File: src/rtl/led_seq_ctrl.sv
// LED pattern sequencer: accepts one command (mode, step count, rate divider) and steps LED once per divided tick.
// Latency: first step div+1 cycles after accept; DONE pulses the cycle after the last step. CMD_READY only in IDLE.
module led_seq_ctrl #(
    parameter int WIDTH = 8,
    parameter int DIV_W = 16,
    parameter int CNT_W = 8
) (
    input  logic             CLK,
    input  logic             RST,
    input  logic             CMD_VALID,
    output logic             CMD_READY,
    input  logic [1:0]       CMD_MODE,
    input  logic [CNT_W-1:0] CMD_COUNT,
    input  logic [DIV_W-1:0] CMD_DIV,
    input  logic             ABORT,
    output logic [WIDTH-1:0] LED,
    output logic             BUSY,
    output logic             DONE
);

    typedef enum logic [1:0] {
        S_IDLE = 2'd0,
        S_RUN  = 2'd1,
        S_FIN  = 2'd2
    } state_t;

    localparam logic [WIDTH-1:0] LED_ONE = WIDTH'(1);

    state_t           state, state_nxt;
    logic [1:0]       mode_q, mode_nxt;
    logic [CNT_W-1:0] steps_left, steps_nxt;
    logic [DIV_W-1:0] div_q, div_nxt;
    logic [DIV_W-1:0] prescaler, prescaler_nxt;
    logic [WIDTH-1:0] led_q, led_nxt;
    logic [WIDTH-1:0] step_val;

    always_ff @(posedge CLK) begin
        if (RST) begin
            state      <= S_IDLE;
            mode_q     <= 2'd0;
            steps_left <= '0;
            div_q      <= '0;
            prescaler  <= '0;
            led_q      <= '0;
        end else begin
            state      <= state_nxt;
            mode_q     <= mode_nxt;
            steps_left <= steps_nxt;
            div_q      <= div_nxt;
            prescaler  <= prescaler_nxt;
            led_q      <= led_nxt;
        end
    end

    // Next LED value for the latched mode; all arithmetic wraps modulo 2^WIDTH.
    always_comb begin
        step_val = led_q;
        case (mode_q)
            2'd0:    step_val = led_q + LED_ONE;
            2'd1:    step_val = led_q - LED_ONE;
            2'd2:    step_val = (led_q == '0) ? LED_ONE : {led_q[WIDTH-2:0], led_q[WIDTH-1]};
            default: step_val = ~led_q;
        endcase
    end

    always_comb begin
        state_nxt     = state;
        mode_nxt      = mode_q;
        steps_nxt     = steps_left;
        div_nxt       = div_q;
        prescaler_nxt = prescaler;
        led_nxt       = led_q;
        case (state)
            S_IDLE: begin
                if (CMD_VALID) begin
                    mode_nxt      = CMD_MODE;
                    steps_nxt     = CMD_COUNT;
                    div_nxt       = CMD_DIV;
                    prescaler_nxt = '0;
                    state_nxt     = (CMD_COUNT != '0) ? S_RUN : S_FIN;
                end
            end
            S_RUN: begin
                // Abort wins over a coinciding tick: no step, no DONE.
                if (ABORT) begin
                    state_nxt = S_IDLE;
                end else if (prescaler == div_q) begin
                    prescaler_nxt = '0;
                    led_nxt       = step_val;
                    steps_nxt     = steps_left - CNT_W'(1);
                    if (steps_left == CNT_W'(1)) begin
                        state_nxt = S_FIN;
                    end
                end else begin
                    prescaler_nxt = prescaler + DIV_W'(1);
                end
            end
            S_FIN: begin
                state_nxt = S_IDLE;
            end
            default: begin
                state_nxt = S_IDLE;
            end
        endcase
    end

    assign CMD_READY = (state == S_IDLE) && !RST;
    assign BUSY      = (state == S_RUN);
    assign DONE      = (state == S_FIN);
    assign LED       = led_q;

endmodule
File: config.mk
export PLATFORM = sky130hd
export DESIGN_NAME = led_seq_ctrl
export DESIGN_NICKNAME = d
export VERILOG_FILES = /design/src/rtl/led_seq_ctrl.sv
export SDC_FILE = /design/constraint.sdc
export NUM_CORES = 1
export LEC_CHECK = 0
export BUFFER_PORTS_ARGS = -buffer_cell sky130_fd_sc_hd__buf_2
export CORE_AREA = 5 5 88 90
export CTS_BUF_LIST = sky130_fd_sc_hd__clkbuf_16
export DETAILED_ROUTE_END_ITERATION = 10
export DIE_AREA = 0 0 93 95
export GPL_ROUTABILITY_DRIVEN = 0
export PLACE_DENSITY = 0.66
export SLEW_MARGIN = 5
export SYNTH_ARGS = -nofsm -noshare
export SYNTH_HDL_FRONTEND = slang
export SYNTH_SLANG_ARGS = --single-unit
File: constraint.sdc
create_clock -name CLK -period 1.9 [get_ports CLK]
set_input_delay 0.475 -clock CLK [delete_from_list [all_inputs] [get_ports CLK]]
set_output_delay 0.475 -clock CLK [all_outputs]
set_load 0.02 [all_outputs]
* After elaboration in Yosys (flattened, before gate mapping) *
Index checks and enable logic that the tools add are counted.

word-level totals
  bits in writable memories = 0
  register bits = 52
  memories = 0
  input bits = 30
  output and inout bits = 11
  ROM bits = 0
  latch bits = 0
  logic and storage cells = 51

operators by class
  muxes and demuxes = 16
  order comparisons = 0
  divide/modulo/power cells = 0
  equal/unequal tests = 11
  $add $sub $neg = 4
  bitwise gates (word level) = 2
  reductions and logical operators = 12
  multipliers = 0
  shift-type cells = 0

operators with widths
  kind                                                                number
  16-bit two-way mux                                                  3
  8-bit two-way mux                                                   4
  16-bit case mux with 2 select lines                                 1
  8-bit case mux with 3 select lines                                  1
  16-bit by 1-bit adder with 16-bit output, second input constant     1
  16-bit == test                                                      1
  8-bit case mux with 2 select lines                                  1
  8-bit by 1-bit subtractor with 8-bit output, second input constant  2
  2-bit two-way mux                                                   5
  3-bit AND reduction                                                 3
  8-bit by 1-bit adder with 8-bit output, second input constant       1
  8-bit by 1-bit == test with 1-bit output, second input constant     1
  8-bit zero test                                                     1
  8-bit NOT                                                           1
  8-bit nonzero test                                                  1
  3-bit by 2-bit != test with 1-bit output, second input constant     2
  2-bit by 1-bit == test with 1-bit output, second input constant     2
  2-bit == test, second input constant                                2
  2-bit zero test                                                     2
  2-bit != test, second input constant                                2
  2-bit case mux with 2 select lines                                  1
  4-bit AND reduction                                                 1
  2-bit by 1-bit != test with 1-bit output, second input constant     1
  2-bit AND reduction                                                 1
  4 further kinds                                                     4

* Depth between registers and ports, before layout *
Gate-level depths: netlist (run 1).

  depth in word-level cells = 5
  depth in mapped cells = 9
  mapped depth without buffers = 8

* Worst setup path before layout (run 1) *
No wires, ideal clock.

  path kind = register to register
  start = register led_q[1] (netlist: LED[1])
  end = register led_q[6] (netlist: LED[6])
  stages on the path, launching flop included = 9
  buffers on the path = 1
  slack = -0.195 ns
  setup time = 0.132 ns
  arrival = 1.963 ns
  clock period less this slack = 2.095 ns
  data required time = 1.768 ns
  cell sequence = dfxtp_1 -> buf_2 -> xnor2_1 -> ha_1 -> or4_1 -> o22a_1 -> and2_0 -> o21ai_0 -> a21oi_1

between the ends
  cells in the longest elaborated chain, start to end = 3
  elaborated cells on any way between the ends = 5
  classes of those cells = 2 x add/sub; 2 x mux; 1 x reduce/logical

ends and longest elaborated chain
  element                                                                                              line  RTL
  start, declared                                                                                      34    logic [WIDTH-1:0] led_q, led_nxt;
  start signal, assigned                                                                               51    led_q <= led_nxt;
  parallel branches: the longest is 2 deep, another holds 8-bit by 1-bit subtractor with 8-bit output  --
  8-bit case mux with 3 select lines (*)                                                               58    case (mode_q)

Mark *: on every way between the ends.
A chain may end at the register's enable or synchronous reset.

* Worst setup path in the final report (run 1) *
  start = register mode_q[1]
  end = register led_q[6] (netlist: LED[6])

between the ends
  cells in the longest elaborated chain, start to end = 2
  elaborated cells on any way between the ends = 4
  classes of those cells = 2 x eq/ne; 1 x mux; 1 x reduce/logical

ends and longest elaborated chain
  element                                      line  RTL
  start, declared                              30    logic [1:0] mode_q, mode_nxt;
  start signal, assigned                       47    mode_q <= mode_nxt;
  2-bit == test, or another cell as far along  58
  8-bit case mux with 3 select lines (*)       58

Mark *: on every way between the ends. The rest lies on a longest branch, timed or not.

==> results list, run 1 <==
- The flow ran to the end, and the final reports show no timing, DRC or antenna violations.
- Seq cells post-synth: 52
* Combinational Power Share: 26.5%
* Clock insertion delay at the later pin of the skew report: 0.30 ns
- The clock net in this run drives a total of 52 sinks.
- After synthesis, flip-flops and latches occupy 34.77% of the total area.
* Total gr overflow: 0
- Worst path max stage delay: 0.43 ns
- Routed length per instance: 14.35 microns
- Global routing used 17.63% of the available tracks across all layers.
- Num CTS Buffers: 5
- Post-CTS clock slew at the launch and capture registers of the worst setup and hold paths: 0.07 ns
* Crit Path Category: reg2reg
- The worst pin sits at a relative slew slack of 73.79%.
- Maximum VDD drop: 0.0004265 V
- The initial antenna violation count is 0.
- Setup repair after global routing could not meet its margin everywhere.
- For the final routed database, the setup TNS stands at 0 ns.
- Detailed routing inserted a total of 2942 vias.
* Number of nets still failing antenna checks after routing: 0
- The clock arrives with 0.009578 ns of skew.
- Traced cell by cell, the critical path runs through nand2b_4 > xnor2_2 > ha_2 > or4_4 > o22a_1 > o31ai_2 > nand2_1 > a21oi_1.
* Clock H-tree levels: 2
- Net switching power: 0.9057 mW
- Arrival time at the worst endpoint: 2.13 ns
- In the global route stage, met3 resource usage came out at 3.347%.
- Proportion of synthesized flip-flops having asynchronous set or reset: 0%
- Worst hold path class: in2reg
- The synthesized netlist occupies a cell area of 2994 sq um.
* Mean Syn Cell Area: 7.777 sq um
- Area overhead of the layout relative to synthesis: 24.78%
- The final hold violation count came to 0.
- For this design, the slowest cell found on the critical path is sky130_fd_sc_hd__or4_4.
- Post-route cell area: 3736 sq um
- STA classifies the critical path startpoint as a register.
- Internal power of the cells: 2.000 mW
- Hold buffers post-CTS: 0
- I/O pins: 41
- For the worst setup path, the data required time is 2.13 ns.
* Global routing met1 resource utilization: 22.26%
- Via count of the first global-routing pass: 2763
- Period utilization: 99.69%
- Post-layout minimum cycle time: 1.894 ns
- The count of buffers added on input and output ports is 40.
* Starting density of the core: 42.89%
* Total of warnings raised by yosys: 0
- The repair_antennas step left the layout with diodes totalling 0.
- Crit-path max FO: 2
* # DRC: 0
- Met2 track demand over resource in global routing: 30.71%
- Global-route wire length before repair: 12650 microns
* Core region area: 6982 sq um
- Once detailed placement completed, the half-perimeter wirelength came to 5578 microns.
* Die area: 8835 sq um
* Worst hold slack: 0.4080 ns
- Post-detailed-route via-to-cell ratio: 5.540
- Placed standard-cell area: 3502 sq um
- The layout has 684 filler cells.
* Final slew viol count: 0
- The worst setup path is captured at a register.
* Gr busiest metal: met2
* Synth unique cells: 59
- For the pin with the worst max-slew slack, the measured transition is 0.3896 ns.
* Nets in the synthesized netlist: 419
- EDFF count, synth: 0
- For this run, the post-layout net count is 482.
- The floorplan has 31 rows.
* Static Leak: 1.444 nW
* DR iter-0 viols: 149
* Total wirelength of the detailed-routed design: 7622 microns
* Max-cap check violation count: 0
- Timing would allow up to 527.9 MHz.
- Sequential cells account for 42.0% of the total power.
* Post-synth top flop: sky130_fd_sc_hd__dfxtp_1
- Die extent in y: 95 microns
- Root Buffer: sky130_fd_sc_hd__clkbuf_16
- Final setup violation count: 0
* Pwr Density: 777.7 nW/um^2
- Switching share of power: 31.17%
* Gate count after technology mapping: 385
* DR pass1 iterations: 4
- The floorplan step set the die width to 93 microns.
- TritonCTS built the clock tree.
- Final core occ: 53.51%
* Layout cells sized above 1: 26.06%
* Buffers from clock root to sink, at most: 2
* Largest net degree at the start of global routing: 28
- Clock share of power: 31.5%
==> flip-flops by register name, summed over array words and instances (netlist names) <==
| name | cells |
|---|---|
| LED | 8 |
| div_q | 16 |
| mode_q | 2 |
| prescaler | 16 |
| state | 2 |
| steps_left | 8 |
==> cell families (layout without fill, tap and decap cells) <==
kind of cell | count (synthesis) | in the layout | share of synthesized area, %
AND/OR/NAND/NOR | 170 | 170 | 27.75
AO/OA/AOI/OAI | 93 | 93 | 20.39
flip-flops | 52 | 52 | 34.77
buffers and inverters | 33 | 97 | 5.140
XOR/XNOR | 30 | 30 | 9.277
adder cells (fa/ha/maj) | 4 | 4 | 1.672
multiplexers | 3 | 3 | 1.003
==> cell usage in the layout, fill, tap and decap left out, types with 5 or more instances in the layout <==
| cell type | count |
|---|---|
| sky130_fd_sc_hd__a211oi_1 | 5 |
| sky130_fd_sc_hd__buf_2 | 40 |
| sky130_fd_sc_hd__xnor2_1 | 17 |
| sky130_fd_sc_hd__nor2_1 | 36 |
| sky130_fd_sc_hd__dfxtp_2 | 5 |
| sky130_fd_sc_hd__nand2b_1 | 9 |
| sky130_fd_sc_hd__nor3_1 | 10 |
| sky130_fd_sc_hd__or3_1 | 5 |
| sky130_fd_sc_hd__nand2_1 | 64 |
| sky130_fd_sc_hd__buf_4 | 37 |
| sky130_fd_sc_hd__nand4_1 | 10 |
| sky130_fd_sc_hd__nor4_1 | 6 |
| sky130_fd_sc_hd__inv_1 | 8 |
| sky130_fd_sc_hd__a22oi_1 | 5 |
| sky130_fd_sc_hd__dfxtp_1 | 45 |
| sky130_fd_sc_hd__nor2b_1 | 6 |
| sky130_fd_sc_hd__a21oi_1 | 38 |
| sky130_fd_sc_hd__nand3_1 | 5 |
| sky130_fd_sc_hd__clkbuf_16 | 5 |
| sky130_fd_sc_hd__xor2_1 | 8 |
| sky130_fd_sc_hd__xnor2_2 | 5 |
| sky130_fd_sc_hd__o21ai_0 | 11 |
==> cell usage after synthesis (2+ instances only) <==
master	number	area share (%)
sky130_fd_sc_hd__xnor2_2	2	1.1
sky130_fd_sc_hd__nor2_1	36	4.5
sky130_fd_sc_hd__nor3_1	10	1.7
sky130_fd_sc_hd__clkbuf_1	12	1.5
sky130_fd_sc_hd__a211oi_1	5	1.3
sky130_fd_sc_hd__nand3_1	6	1.0
sky130_fd_sc_hd__and3_1	4	0.84
sky130_fd_sc_hd__a22oi_1	5	1.3
sky130_fd_sc_hd__a211o_1	2	0.59
sky130_fd_sc_hd__xnor2_1	20	5.9
sky130_fd_sc_hd__and2_1	3	0.63
sky130_fd_sc_hd__o211ai_1	4	1.0
sky130_fd_sc_hd__xor2_1	8	2.3
sky130_fd_sc_hd__nor4_1	6	1.3
sky130_fd_sc_hd__buf_2	9	1.5
sky130_fd_sc_hd__or3_1	5	1.0
sky130_fd_sc_hd__nand2b_1	9	1.9
sky130_fd_sc_hd__nand2_1	65	8.1
sky130_fd_sc_hd__a21oi_1	38	6.4
sky130_fd_sc_hd__a221oi_2	2	1.0
sky130_fd_sc_hd__a31oi_1	2	0.42
sky130_fd_sc_hd__nor2b_1	6	1.3
sky130_fd_sc_hd__o31ai_1	2	0.50
sky130_fd_sc_hd__mux2i_1	3	1.0
sky130_fd_sc_hd__a2bb2oi_1	3	0.88
sky130_fd_sc_hd__inv_1	8	1.0
sky130_fd_sc_hd__buf_6	2	0.75
sky130_fd_sc_hd__nand4_1	10	2.1
sky130_fd_sc_hd__ha_1	4	1.7
sky130_fd_sc_hd__dfxtp_1	52	35
sky130_fd_sc_hd__o21ai_0	14	2.3
==> routing by layer <==
layer | up-vias | wire length (microns) | share of wire [%]
met3 | 10 | 395 | 5.2
met4 | 0 | 100 | 1.3
met5 | - | 0 | 0
li1 | 1474 | - | -
met2 | 75 | 3747 | 49
met1 | 1383 | 3377 | 44
==> worst max-delay path: cells and delay by family (launching register included) <==
family | cells | cell delay, ns
AND/OR/NAND/NOR | 3 | 0.67
AO/OA/AOI/OAI | 3 | 0.55
flip-flops | 1 | 0.31
adder cells (fa/ha/maj) | 1 | 0.18
XOR/XNOR | 1 | 0.13
==> power by group through the flow <==
stage	Combinational, mW	Clock [mW]	Sequential [mW]
after floorplan	0.493	0	1.23
after global placement	0.734	0	1.24
after detailed placement	0.738	0	1.24
after CTS	0.743	0.925	1.22
after global routing	0.854	0.974	1.23
final	0.771	0.915	1.22
==> area by class of cell <==
class	count	area, sq um	share of cell area [%]
Multi-Input combinational cell	300	1862	49.83
Sequential cell	52	1055	28.23
Timing Repair Buffer	81	540.5	14.47
Clock buffer	5	125.1	3.349
Tap cell	82	102.6	2.746
Inverter	8	30.03	0.8038
Clock inverter	3	21.27	0.5693
==> metrics by stage <==
| step | power, mW | setup slack (ns) | instances |
|---|---|---|---|
| global route | 3.056 | -0.1089 | 531 |
| floorplan | 1.725 | 0.003456 | 385 |
| detailed placement | 1.980 | 0.01459 | 521 |
| CTS | 2.885 | 0.004442 | 529 |
| finish | 2.905 | 0.005802 | 531 |
| global placement | 1.975 | 0.03713 | 521 |
==> worst paths after layout <==
path,from,endpoint,slack (ns),depth (start not counted)
worst max register to register,mode_q[1],LED[6],0.006,8
worst min register to register,div_q[6],div_q[6],0.47,2
worst max-delay path,mode_q[1],LED[6],0.006,8
worst min-delay path,CMD_DIV[4],div_q[4],0.41,3
==> what timing repair did <==
| action | in CTS | in global routing |
|---|---|---|
| pin swaps | 0 | 12 |
| endpoints found under the setup margin | 2 | 30 |
| setup buffers | 0 | 2 |
| resized for setup | 1 | 22 |
Power figures use the tool's default switching activity.
==> run 2: changes to the inputs <==
ABC_AREA = 1   (was not set)
CORE_AREA = 5 5 90 92   (was 5 5 88 90)
DIE_AREA = 0 0 95 97   (was 0 0 93 95)
==> run 2 against run 1 <==
Compared with the run above: synthesized cell count rose by 25%; synthesized area rose by 4.5%; non-clock buffer count fell by 33; final cell count rose by 17%; critical path type is now reg2out.
==> results list, run 2 <==
* Outcome: finished clean
* Worst slew pin tran: 0.3626 ns (-0.02702 ns)
* Largest cells by area after synthesis: sky130_fd_sc_hd__dfxtp_1 (33%), sky130_fd_sc_hd__nand2_1 (13%), sky130_fd_sc_hd__nor2_1 (11%), sky130_fd_sc_hd__xor2_1 (5.9%), sky130_fd_sc_hd__o21ai_0 (5.8%)
* GR Util All Layers: 16.20% (-1.4 points)
- Site Rows: 31 (unchanged)
- I/O pins: 41 (unchanged)
- Area share of the largest cell type after synthesis: 33.27% (-1.5 points)
- Adder-cell share of the synthesized area: 1.599% (-0.072 points)
* Number of antenna violations at the first check in global routing: 0 (unchanged)
- The post-layout minimum cycle time was 1.780 ns (-0.1145 ns).
* Clock H-tree levels: 2 (unchanged)
- Met2 track demand over resource in global routing: 27.93% (-2.8 points)
* Setup repair bufs after CTS: 0 (unchanged)
- The post-synthesis instance total came to 480 (+25%).
* Hold buffers post-CTS: 0 (unchanged)
- The number of nets in the synthesized netlist is 514 (+23%).
- Share of total power in sequential cells: 43.9% (+1.9 points)
- The root buffer cell chosen for the clock tree is sky130_fd_sc_hd__clkbuf_16.
- The area of the multi-input gates is 1839 sq um (-1.2%).
* Chip Width: 95 microns (+2.2%)
- Ranked by instance count, the synthesized netlist is headed by sky130_fd_sc_hd__nand2_1 (111), sky130_fd_sc_hd__nor2_1 (94), sky130_fd_sc_hd__dfxtp_1 (52), sky130_fd_sc_hd__inv_1 (44), sky130_fd_sc_hd__o21ai_0 (36).
* Die area: 9215 sq um (+4.3%)
* Antenna Cells: 0 (unchanged)
* Post-synthesis xor/xnor area fraction: 6.717% (-2.6 points)
- Part of the Yosys area used for sequential elements: 33.27% (-1.5 points)
* Max-cap check violation count: 0 (unchanged)
* Die extent in y: 97 microns (+2.1%)
- Clock insertion delay at the later pin of the skew report: 0.29 ns (about the same)
- DR pass1 iterations: 5 (+1)
* Seq cells post-synth: 52 (unchanged)
* Worst Min Path Start: RST
* Starting density of the core: 43.85% (+0.96 points)
* Total of warnings raised by yosys: 0 (unchanged)
* Maximum VDD drop: 0.0004778 V (+12%)
- Sinks on Clock Net: 52 (unchanged)
* Family of cells with the greatest summed delay on the critical path: buffers and inverters
- Post-synthesis mux area share: 0.3199% (-0.68 points)
- The maximum root-to-sink buffer count was 2 (unchanged).
- Total Power Consumption: 2.738 mW (-5.8%)
- The path class of the tightest hold or removal check is in2reg.
- Start point of the critical path: state[0]
* Combinational family with the most area after synthesis: simple AND/OR/NAND/NOR gates
- Detailed-placement wirelength estimate: 5489 microns (-1.6%)
* EDFF count, synth: 0 (unchanged)
- Final net count: 556 (+15%)
- STA classifies the critical path endpoint as an output pin.
- Traced cell by cell, the critical path runs through nand2_2 > buf_4 > inv_1 > buf_2.
- Yosys instantiated no cell more often than sky130_fd_sc_hd__nand2_1.
- The area growth from synthesis to layout is 15.51%.
- Compound-cell area share of the yosys netlist: 12.71% (-7.7 points)
- The clock group share of total power was 37.4% (+5.9 points).
- Most frequent cells in the layout: sky130_fd_sc_hd__nand2_1 (110), sky130_fd_sc_hd__nor2_1 (94), sky130_fd_sc_hd__dfxtp_1 (49)
- Switching share of power: 28.13% (-3.0 points)
- Global-route wire length before repair: 12410 microns (-2.0%)
- RSZ-0062 raised after global routing: no
* Relative max-transition margin: 75.74% (+2.0 points)
- Via count of the first global-routing pass: 2861 (+3.5%)
- The startpoint identified for the worst register-to-register timing path is mode_q[1].
- The synthesized design spends more area on one cell type than any other, namely sky130_fd_sc_hd__dfxtp_1.
* Number of endpoints with negative hold slack in the final report: 0 (unchanged)
* Post-synth top flop: sky130_fd_sc_hd__dfxtp_1
* Gr busiest metal: met2
- Global routing met1 resource utilization: 20.69% (-1.6 points)
- Final setup violation count: 0 (unchanged)
- The cell area after synthesis was 3129 sq um (+4.5%).
* Detailed-route via count: 3015 (+2.5%)
- Routed length per instance: 11.38 microns (-21%)
* Core region area: 7137 sq um (+2.2%)
- Period utilization: 93.67% (-6.0 points)
- The part of the total power dissipated in combinational logic is 18.7% (-7.8 points).
- Total negative slack: 0 ns (unchanged)
- Post-CTS clock slew at the launch and capture registers of the worst setup and hold paths: 0.07 ns (about the same)
- The leakage power figure was 1.724 nW (+19%).
- The pin count of the biggest net entering global routing is 24 (-14%).
- The number of antenna-violating nets in the routed design was 0 (unchanged).
- Final slew viol count: 0 (unchanged)
* FF+latch area: 1045 sq um (-0.95%)
- Mean Syn Cell Area: 6.519 sq um (-16%)
- The fraction of the mapped netlist area in simple logic gates is 37.35% (+9.6 points).
- The fraction of layout cells with a size suffix above 1 was 14.72% (-11 points).
- The largest registers in the layout are div_q (16), prescaler (16).
- Post-detailed-route via-to-cell ratio: 4.847 (-13%)
- The starting DRC count in detailed routing was 85 (-43%).
* Crit-path max FO: 12 (+10)
- Arrival time at the worst endpoint: 1.30 ns (-0.83 ns)
* Total wirelength of the detailed-routed design: 7078 microns (-7.1%)
- Pwr Density: 757.3 nW/um^2 (-2.6%)
- The fraction of registers with async set or reset after synthesis is 0% (unchanged).
- Net switching power: 0.7701 mW (-15%)
- The delay of the slowest critical-path stage was 0.39 ns (-0.04 ns).
* Launching element type of the critical path: register
- TritonCTS built the clock tree.
- Num CTS Buffers: 5 (unchanged)
* Final setup skew: 0.008427 ns (-0.001152 ns)
* Count of input and output buffers: 40 (unchanged)
* Crit Path Category: reg2out
- # DRC: 0 (unchanged)
- The final-layout fill cell count came to 757 (+11%).
- Buffers plus inverters on the worst setup path: 3 (+3)
- The met3 demand-to-capacity share in global routing came to 2.870% (-0.48 points).
* Total gr overflow: 0 (unchanged)
- The library cell used most frequently in the layout, excluding fill and tap cells, is sky130_fd_sc_hd__nand2_1.
* Internal power of the cells: 1.967 mW (-1.6%)
- Critical path required time: 1.42 ns (-0.71 ns)
- Synth unique cells: 34 (-42%)
- The highest achievable clock rate is 561.9 MHz (+6.4%).
- Critical path's slowest cell: sky130_fd_sc_hd__dfxtp_2
## run 2: routing by layer
| layer | routed length [microns] | vias to the layer above |
|---|---|---|
| li1 | - | 1610 |
| met5 | 0 | - |
| met4 | 57 | 0 |
| met1 | 3363 | 1354 |
| met3 | 219 | 4 |
| met2 | 3438 | 47 |
## run 2: logic make-up (layout without fill, tap and decap cells)
family | count (synthesis) | count (layout)
compound gates | 74 | 74
xor+xnor | 24 | 24
fa+ha+maj | 4 | 4
buf+inv | 60 | 103
flops | 52 | 52
mux | 1 | 1
simple gates | 265 | 265
## run 2: layout make-up
class                           instances  share of cell area (%)
Multi-Input combinational cell        368                   50.88
Sequential cell                        52                   28.90
Timing Repair Buffer                   48                   7.200
Inverter                               47                   4.950
Clock buffer                            5                   3.461
Tap cell                               99                   3.427
Clock inverter                          3                   1.177
## run 2: through the flow
| stage | util, % | std cells | hold WS [ns] | area (sq um) | worst slack (ns) |
|---|---|---|---|---|---|
| 2_1_floorplan | - | 480 | 0.4439 | 3129 | 0.2605 |
| 3_3_place_gp | 48.21 | 614 | 0.4594 | 3441 | 0.2650 |
| 3_5_place_dp | 48.21 | 614 | 0.4708 | 3441 | 0.1547 |
| 4_1_cts | 50.56 | 622 | 0.4246 | 3608 | 0.02865 |
| 5_1_grt | 50.65 | 622 | 0.4246 | 3615 | 0.02934 |
| 6_report | 50.65 | 622 | 0.4318 | 3615 | 0.1203 |
## run 2: power groups by stage
stage	registers, mW	clock network, mW	logic [mW]
floorplan	1.21	0	0.391
CTS	1.20	1.05	0.515
finish	1.20	1.02	0.512
global placement	1.22	0	0.503
detailed placement	1.23	0	0.513
global route	1.21	1.11	0.587
## run 2: repair_timing
item                       CTS  global route
gates resized for setup      0             5
setup endpoints to repair    0             5
hold endpoints to repair     0             0
## run 2: worst paths after layout
path / endpoint / slack [ns] / depth (start not counted)
setup reg to reg: LED[1] / 0.21 / 9
hold / removal: prescaler[15] / 0.43 / 2
hold reg to reg: div_q[0] / 0.47 / 2
setup / recovery: BUSY / 0.12 / 4
==> run 3: changes to the inputs <==
--- a/config.mk
+++ b/config.mk
@@ -6,12 +6,12 @@
 export NUM_CORES = 1
 export LEC_CHECK = 0
-export ABC_AREA = 1
 export BUFFER_PORTS_ARGS = -buffer_cell sky130_fd_sc_hd__buf_2
-export CORE_AREA = 5 5 90 92
+export CORE_AREA = 5 5 88 90
 export CTS_BUF_LIST = sky130_fd_sc_hd__clkbuf_16
 export DETAILED_ROUTE_END_ITERATION = 10
-export DIE_AREA = 0 0 95 97
+export DIE_AREA = 0 0 93 95
 export GPL_ROUTABILITY_DRIVEN = 0
 export PLACE_DENSITY = 0.66
+export REMOVE_ABC_BUFFERS = 1
 export SLEW_MARGIN = 5
 export SYNTH_ARGS = -nofsm -noshare
==> constraint.sdc (replaced) <==
create_clock -name CLK -period 1.9 [get_ports CLK]
set_input_delay 0.38 -clock CLK [delete_from_list [all_inputs] [get_ports CLK]]
set_output_delay 0.38 -clock CLK [all_outputs]
set_load 0.02 [all_outputs]
==> run 3 against run 2 <==
Compared with the run above: setup slack worse by 0.10 ns; largest power group unchanged; via count is 3.5% lower; core utilization is 3.3 points higher; worst hold slack worse by 0.12 ns; clock power is 9% lower; critical endpoint is now LED[6]; sequential power hardly changed; die area is 4.1% lower; final cell count is 15% lower; global-route usage is 1.1 points higher; register-to-register slack worse by 0.19 ns.
==> results list, run 3 (same netlist as run 1, synthesis figures left out) <==
* Final slew viol count: 0 (unchanged)
- The number of remaining DRC errors was 0 (unchanged).
- Core region area: 6982 sq um (-2.2%)
- The routed wire length came to 7506 microns (+6.0%).
- The first-pass GRT wire length was 12410 microns (about the same).
- RSZ-0062 raised after global routing: yes
- The data arrival time of the critical path was 2.06 ns (+0.76 ns).
- Worst hold slack: 0.3149 ns (-0.1169 ns)
- Layout cells sized above 1: 28.19% (+13 points)
* Buffers from clock root to sink, at most: 2 (unchanged)
- The number of violations of the max-capacitance limit came to 0 (unchanged).
- The library cells used most frequently in the layout, excluding fill and tap cells, are sky130_fd_sc_hd__nand2_1 (65), sky130_fd_sc_hd__dfxtp_1 (41), sky130_fd_sc_hd__buf_2 (40).
- The largest registers in the layout are div_q (16), prescaler (16).
* DR pass1 iterations: 5 (unchanged)
- The post-layout minimum cycle time came to 1.879 ns (+0.09977 ns).
* Post-detailed-route via-to-cell ratio: 5.499 (+13%)
- The number of ports placed on the die boundary is 41 (unchanged).
- Number of endpoints with negative hold slack in the final report: 0 (unchanged)
- The cell row count came to 31 (unchanged).
- Antenna Cells: 0 (unchanged)
- The starting DRC count in detailed routing came to 150 (+76%).
- The min-delay analysis places its worst path in the category in2reg.
* Static Leak: 1.444 nW (-16%)
- The highest achievable clock rate came to 532.1 MHz (-5.3%).
* Largest net degree at the start of global routing: 25 (+4.2%)
* Launching element type of the critical path: register
- Cell total after placement: 516 (-16%)
* Final setup violation count: 0 (unchanged)
- Hold buffers post-CTS: 0 (unchanged)
* Final net count: 480 (-14%)
- TritonCTS built the clock tree.
* Die extent in y: 95 microns (-2.1%)
- Via count of the first global-routing pass: 2631 (-8.0%)
* Outcome: finished clean
* Commonest non-fill, non-tap cell in the layout: sky130_fd_sc_hd__nand2_1
- Critical path required time: 2.08 ns (+0.66 ns)
- Num CTS Buffers: 5 (unchanged)
- The full die area was 8835 sq um (-4.1%).
* Routed length per instance: 14.19 microns (+25%)
- The clock sink total is 52 (unchanged).
- The total grt overflow was 0 (unchanged).
* Final setup skew: 0.004960 ns (-0.003467 ns)
* Detailed-route via count: 2909 (-3.5%)
* Starting density of the core: 42.89% (-0.96 points)
- The tree is rooted in a sky130_fd_sc_hd__clkbuf_16.
* Post-CTS clock slew at the launch and capture registers of the worst setup and hold paths: 0.07 ns (about the same)
- The count of port buffers added during placement came to 40 (unchanged).
* Chip Width: 93 microns (-2.1%)
- The final HPWL from detailed placement came to 5279 microns (-3.8%).
* Pwr Density: 779.0 nW/um^2 (+2.9%)
- Number of antenna violations at the first check in global routing: 0 (unchanged)
- Worst slew pin tran: 0.4906 ns (+0.1280 ns)
- Period utilization: 98.92% (+5.3 points)
- The global-route total usage across every layer came to 17.26% (+1.1 points).
- The maximum level of the CTS H-tree is 2 (unchanged).
- By startpoint and endpoint, the worst setup path is classified as reg2reg.
* Number of nets still failing antenna checks after routing: 0 (unchanged)
* Relative max-transition margin: 67.29% (-8.4 points)
* Capturing element type of the critical path: register
- The critical-path maximum fanout is 5 (-7).
- Maximum VDD drop: 0.0004920 V (+3.0%)
* Clock insertion delay at the later pin of the skew report: 0.29 ns (about the same)
* Area overhead of the layout relative to synthesis: 25.91%
* Non-filler cells, final: 529 (-15%)
==> run 3: cell type report <==
cell class                      count  area [sq um]
Timing Repair Buffer               79         513.0
Clock inverter                      3         26.28
Sequential cell                    52          1057
Clock buffer                        5         125.1
Multi-Input combinational cell    300          1916
Inverter                            8         30.03
Tap cell                           82         102.6
Fill cell                         634          3212
==> run 3: routing by layer <==
layer  routed length [microns]  global-route usage, %
met3                       366                  3.347
met4                       105                  4.274
met2                      3518                  28.13
met1                      3515                  23.52
met5                         0                      0
==> run 3: worst max-delay path: stages, from the launching register on <==
cell and delay [ns]:
sky130_fd_sc_hd__dfxtp_2 0.32, sky130_fd_sc_hd__nand2b_4 0.13, sky130_fd_sc_hd__xnor2_1 0.13, sky130_fd_sc_hd__ha_2 0.21, sky130_fd_sc_hd__or4_4 0.44, sky130_fd_sc_hd__o22a_1 0.20, sky130_fd_sc_hd__and2_0 0.14, sky130_fd_sc_hd__o21ai_1 0.13
sky130_fd_sc_hd__a21oi_1 0.07
==> run 3: power by group <==
part           switching (mW)  leakage (nW)  internal [mW]
clock                   0.432        0.0748          0.501
sequential             0.0600         0.429           1.16
combinational           0.432         0.941          0.354
total                   0.924          1.44           2.01
==> run 3: worst paths after layout <==
kind,startpoint,endpoint,slack (ns),depth (start not counted)
hold reg to reg,div_q[10],div_q[10],0.47,2
hold / removal,CMD_DIV[3],div_q[3],0.31,3
setup / recovery,mode_q[1],LED[6],0.02,8
setup reg to reg,mode_q[1],LED[6],0.02,8
==> run 3: stage by stage <==
step                      power [mW]  instance area, sq um   TNS, ns  utilization (%)  worst slack (ns)
final                          2.937                  3770         0            54.00           0.02055
after floorplan                1.672                  2870    -10.46                -           -0.3627
after detailed placement       1.938                  3453   -0.1760            49.46          -0.09614
after global placement         1.930                  3453  -0.07299            49.46          -0.07159
after global routing           3.091                  3770   -0.8069            54.00           -0.1014
after CTS                      2.902                  3649  -0.02817            52.26          -0.02817
==> run 3: timing repair <==
action                     4_1_cts  5_1_grt
resized for setup                5       34
setup buffers                    4        2
pin swaps                        0       20
setup endpoints to repair        3       30
